<file path="config.mk">
export PLATFORM = sky130hd
export DESIGN_NAME = rle_decode
export DESIGN_NICKNAME = d
export VERILOG_FILES = /design/src/rtl/rle_pkg.sv /design/src/rtl/rle_decode.sv
export SDC_FILE = /design/constraint.sdc
export NUM_CORES = 1
export LEC_CHECK = 0
export CAP_MARGIN = 20
export CORE_UTILIZATION = 38
export DETAILED_ROUTE_END_ITERATION = 16
export PLACE_DENSITY_LB_ADDON = 0.1
export SYNTH_ARGS = -nofsm -noshare
export SYNTH_HDL_FRONTEND = slang
export SYNTH_SLANG_ARGS = --single-unit
</file>
<file path="constraint.sdc">
create_clock -name core_clk -period 2.55 [get_ports core_clk]
set_input_delay 0.3825 -clock core_clk [delete_from_list [all_inputs] [get_ports core_clk]]
set_output_delay 0.3825 -clock core_clk [all_outputs]
set_load 0.02 [all_outputs]
</file>
<file path="src/rtl/rle_pkg.sv">
// Shared definitions for the RLE encoder/decoder pair: word layout and decoder FSM states.
package rle_pkg;

    localparam int unsigned RLE_DW       = 16;
    localparam int unsigned RLE_FLAG_BIT = 15;
    localparam int unsigned RLE_SW       = 15;

    // Encoded stream word: flag set means payload is a repeat count.
    typedef struct packed {
        logic              is_count;
        logic [RLE_SW-1:0] payload;
    } rle_word_t;

    typedef enum logic {
        IDLE   = 1'b0,
        REPEAT = 1'b1
    } rle_dec_state_e;

endpackage

</file>
<file path="src/rtl/rle_decode.sv">
// Run-length stream expander: literals pass through, count words replay the last literal.
// Optional transfer counters are enabled with RLE_DECODE_STATS_EN.
module rle_decode
    import rle_pkg::*;
#(
    parameter int unsigned DW = RLE_DW,
    parameter int unsigned SW = DW - 1
) (
    input  logic          core_clk,
    input  logic          core_rst_n,
    input  logic [DW-1:0] rle_data,
    input  logic          rle_valid,
    output logic          rle_ready,
    output logic [SW-1:0] dec_data,
    output logic          dec_valid,
    input  logic          dec_ready,
    output logic          busy
`ifdef RLE_DECODE_STATS_EN
    ,
    output logic [31:0]   stat_words,
    output logic [31:0]   stat_samples
`endif
);

    rle_dec_state_e state, state_nx;
    logic [SW-1:0]  rem, rem_nx;
    logic [SW-1:0]  last, last_nx;
    logic [SW-1:0]  data_nx;
    logic           valid_nx;
    rle_word_t      word;
    logic           out_free;
    logic           in_xfer;
    logic           out_xfer;

    assign word     = rle_word_t'(rle_data);
    assign out_free = !dec_valid || dec_ready;
    // Reset input gates ready so nothing is accepted while reset is held.
    assign rle_ready = core_rst_n && (state == IDLE) && out_free;
    assign in_xfer   = rle_valid && rle_ready;
    assign out_xfer  = dec_valid && dec_ready;
    assign busy      = (state == REPEAT) || dec_valid;

    // State and output register.
    always_ff @(posedge core_clk) begin
        if (!core_rst_n) begin
            state     <= IDLE;
            rem       <= '0;
            last      <= '0;
            dec_data  <= '0;
            dec_valid <= 1'b0;
        end else begin
            state     <= state_nx;
            rem       <= rem_nx;
            last      <= last_nx;
            dec_data  <= data_nx;
            dec_valid <= valid_nx;
        end
    end

    // Next-state, repeat counter and output load.
    always_comb begin
        state_nx = state;
        rem_nx   = rem;
        last_nx  = last;
        data_nx  = dec_data;
        valid_nx = dec_valid;

        if (out_free) begin
            valid_nx = 1'b0;
        end

        case (state)
            IDLE: begin
                if (in_xfer) begin
                    if (!word.is_count) begin
                        data_nx  = word.payload;
                        last_nx  = word.payload;
                        valid_nx = 1'b1;
                    end else if (word.payload != '0) begin
                        data_nx  = last;
                        valid_nx = 1'b1;
                        if (word.payload != SW'(1)) begin
                            rem_nx   = word.payload - SW'(1);
                            state_nx = REPEAT;
                        end
                    end
                end
            end
            REPEAT: begin
                // rem counts copies still to load; it is left at 1 on exit.
                if (out_free) begin
                    data_nx  = last;
                    valid_nx = 1'b1;
                    if (rem == SW'(1)) begin
                        state_nx = IDLE;
                    end else begin
                        rem_nx = rem - SW'(1);
                    end
                end
            end
            default: begin
                state_nx = IDLE;
            end
        endcase
    end

`ifdef RLE_DECODE_STATS_EN
    always_ff @(posedge core_clk) begin
        if (!core_rst_n) begin
            stat_words   <= '0;
            stat_samples <= '0;
        end else begin
            if (in_xfer) begin
                stat_words <= stat_words + 32'(1);
            end
            if (out_xfer) begin
                stat_samples <= stat_samples + 32'(1);
            end
        end
    end
`else
    logic unused_out_xfer;
    assign unused_out_xfer = out_xfer;
`endif

endmodule

</file>
==> flow_metrics.tcl, run 1 <==
set metrics [dict create \
    status "completed" \
    final_hold_violating_endpoints 0 \
    synthesis_to_finish_area_growth_pct 24.5 \
    drtPass1Iterations 4 \
    buffer_depth_of_the_longest_clock_path 2 \
    setup.worst_path.start "core_rst_n" \
    post_cts_resized 0 \
    postCtsSetupBuffers 0 \
    hold_path_startpoint "rem[12]$_SDFFE_PN0P_" \
    grt_usage 0.201 \
    die_w_um 86.8 \
    crit_path_cell_trace "clkdlybuf4s50_1, clkinv_1, nor3_1, clkdlybuf4s50_1" \
    synth.top_cells.by_area "dfxtp_1 34%, nor2_1 6.9%, mux2i_1 6.2%" \
    power_per_cell_area_nw_per_um2 546 \
    detail_route.wirelength_mm 7.13 \
    wl_per_cell_um 15.3 \
    share_clk_of_total_power 0.247 \
    synth_cells 326 \
    setup_repair_after_global_routing_missed_its_margin "false" \
    final.period_utilization 0.916 \
    clkSinkCount 47 \
    grt_overflow 0 \
    synthMostInstantiatedCell "nor2_1" \
    min_path_type "register to register" \
    totalNegativeSetupSlack_ps 0 \
    delay_of_the_slowest_cell_on_the_worst_path_ps 670 \
    max_slew_margin 0.586 \
    static-leakage-power_nw 1.21 \
    worst-r2r-setup-slack_ps 500 \
    startpoint_type "primary input" \
    route.detailed.drc 0 \
    share_of_synthesized_area_occupied_by_flip_flops_and_latches 0.344 \
    vias 2570 \
    grt_start_max_net_pins 43 \
    netSwitchingPower_mw 0.618 \
    routed_via_density 5.53 \
    synthesis.nets 350 \
    hold_path_endpoint "rem[12]$_SDFFE_PN0P_" \
    cpMaxStageDelayCell "clkdlybuf4s50_1" \
    finClkSkew_ps 5.54 \
    ys.warnings.count 0 \
    crit_top_cell "clkdlybuf4s50_1" \
    numPortBuffers 37 \
    count_of_flip_flops_with_a_built_in_enable_after_synthesis 0 \
    comb_power_frac 0.301 \
    h-tree-depth 2 \
    final-setup-viol-count 0 \
    clkLatencyLatePin_ps 300 \
    floorplan.rows 30 \
    synth.distinct_cells 58 \
    antenna_cells_inserted 0 \
    cp.arrival_ps 1950 \
    synth_common_cells "50 x nor2_1, 47 x dfxtp_1, 33 x nand2_1" \
    post_route_cells_drive_above_1_share 0.130 \
    grt_first_pass_wirelength_mm 11.8 \
    endpoint_kind "output port" \
    drv_slew 0 \
    max_slew.worst_pin.slew_ps 617 \
    multi_input_area_um2 1630 \
    pwr-share-seq 0.453 \
    design.final.nets 392 \
    crit_path_max_fanout 2 \
    starting_density_of_the_core 0.398 \
    clkTransAtPathRegs_ps 90 \
    peakVddDrop_uv 210 \
    core_region_area_um2 6870 \
    synthDominantAreaCellType "dfxtp_1" \
    cap_violations 0 \
    avgSynthCellArea_um2 8.38 \
    syn-cell-area_um2 2730 \
    ys_seq_elements 47 \
    via_count_of_the_first_global_routing_pass 2405 \
    finalCriticalPeriod_ps 2340 \
    initial_drc_count 111 \
    tritoncts_clock_tree "done" \
    power_report.internal_total_mw 1.24 \
    min_delay_path_depth 2 \
    register_area_um2 941 \
    worst_r2r_startpoint "state$_SDFF_PN0_" \
    cts_hold_buf 0 \
    final_antenna_net_count 0 \
    rd_place_congestion 0.794 \
    grt_antenna_before_repair 0 \
    worst_ep_required_time_ps 2170 \
    timing.setup.critical_path_class "primary input to output port" \
    fillers 678 \
    switching_share_of_power 0.333 \
    worst_r2r_endpoint "rem[2]$_SDFFE_PN0P_" \
    numCtsBuffers 5 \
    cell_at_the_root_of_the_clock_tree "clkbuf_8" \
    post-route-cell-area_um2 3400 \
    async_flop_share 0 \
    die_height_um 86.8 \
    synth_ff_type "dfxtp_1" \
    fp.dieArea_um2 7530 \
    ioPinCount 38 \
    finalHoldWorstSlack_ps 489 \
    placed_cell_area_um2 3320 \
    worstRegToRegCells 6 \
    final_hpwl_from_detailed_placement_mm 4.96 \
    maxClockFrequency_ghz 0.428 \
    synth_top_area_frac 0.344 \
]
[stage by stage]
stage / std cells / utilization / worst slack [ps] / power [mW]
3_3_place_gp: 457 / 0.483 / 164 / 1.41
3_5_place_dp: 457 / 0.483 / 127 / 1.41
6_report: 465 / 0.495 / 213 / 1.86
2_1_floorplan: 326 / - / 294 / 1.21
4_1_cts: 465 / 0.495 / 229 / 1.88
5_1_grt: 465 / 0.495 / 187 / 1.96
[sequential cells by signal (all words and copies together), names as in the netlist]
register   count
dec_data      15
dec_valid      1
last          15
rem           15
state          1
[area by class of cell]
class                           instances  area share
Inverter                                7     0.00772
Timing Repair Buffer                   62       0.175
Clock buffer                            6      0.0213
Clock inverter                          2     0.00368
Multi-Input combinational cell        245       0.480
Tap cell                               96      0.0353
Sequential cell                        47       0.277
[cell usage in the layout (no fill, tap or decap), types with 5 or more instances in the layout]
cell and instances:
nor2_1 50, dfxtp_1 47, clkdlybuf4s50_1 37, nand2_1 33, buf_4 22, o21ai_0 20, mux2i_1 17, a311oi_1 15
a21oi_1 14, xnor2_1 8, inv_1 6, o31ai_1 6, o211ai_1 6, nand4_1 5, o32ai_1 5, clkbuf_8 5
[critical path, delay by kind of cell]
family | cells | cell delay [ps]
buffers and inverters | 3 | 1250
and+or+nand+nor | 1 | 320
[layer usage]
layer | vias up | share of wire | GRT usage | routed length [um]
li1 | 1279 | - | - | -
met5 | - | 0 | 0 | 0
met4 | 0 | 0.0072 | 0.0500 | 51
met3 | 4 | 0.030 | 0.0314 | 211
met2 | 47 | 0.47 | 0.343 | 3380
met1 | 1240 | 0.49 | 0.265 | 3480
[cells by family after synthesis]
group | after synthesis | synth area share
XOR/XNOR | 11 | 0.0353
AO/OA/AOI/OAI | 87 | 0.234
buffers and inverters | 34 | 0.0623
flip-flops | 47 | 0.344
adder cells (fa/ha/maj) | 4 | 0.0183
multiplexers | 17 | 0.0623
AND/OR/NAND/NOR | 126 | 0.244
[power by group through the flow]
| stage | clock network [mW] | logic (mW) | registers, mW |
|---|---|---|---|
| 4_1_cts | 0.476 | 0.561 | 0.840 |
| 2_1_floorplan | 0 | 0.342 | 0.871 |
| 5_1_grt | 0.500 | 0.612 | 0.848 |
| 3_3_place_gp | 0 | 0.557 | 0.854 |
| 3_5_place_dp | 0 | 0.558 | 0.856 |
| 6_report | 0.458 | 0.558 | 0.840 |
[how the worst max path moves through the flow]
stage / end / slack [ps] / cells after the start
after global placement: rem[2]$_SDFFE_PN0P_ / 160 / 7
after global routing: rle_ready / 190 / 4
after floorplan: last[4]$_SDFFE_PN0P_ / 290 / 8
after detailed placement: rem[9]$_SDFFE_PN0P_ / 130 / 6
final: rle_ready / 210 / 4
after CTS: rle_ready / 230 / 4
(Power assumes the default switching activity.)
==> inputs of run 2 (changes only) <==
--- a/config.mk
+++ b/config.mk
@@ -9,6 +9,7 @@
 export CORE_UTILIZATION = 38
 export DETAILED_ROUTE_END_ITERATION = 16
 export PLACE_DENSITY_LB_ADDON = 0.1
+export SLEW_MARGIN = 20
 export SYNTH_ARGS = -nofsm -noshare
 export SYNTH_HDL_FRONTEND = slang
 export SYNTH_SLANG_ARGS = --single-unit
==> results of run 2 <==
The final DEF is identical to that of run 1; final timing and power are the same.
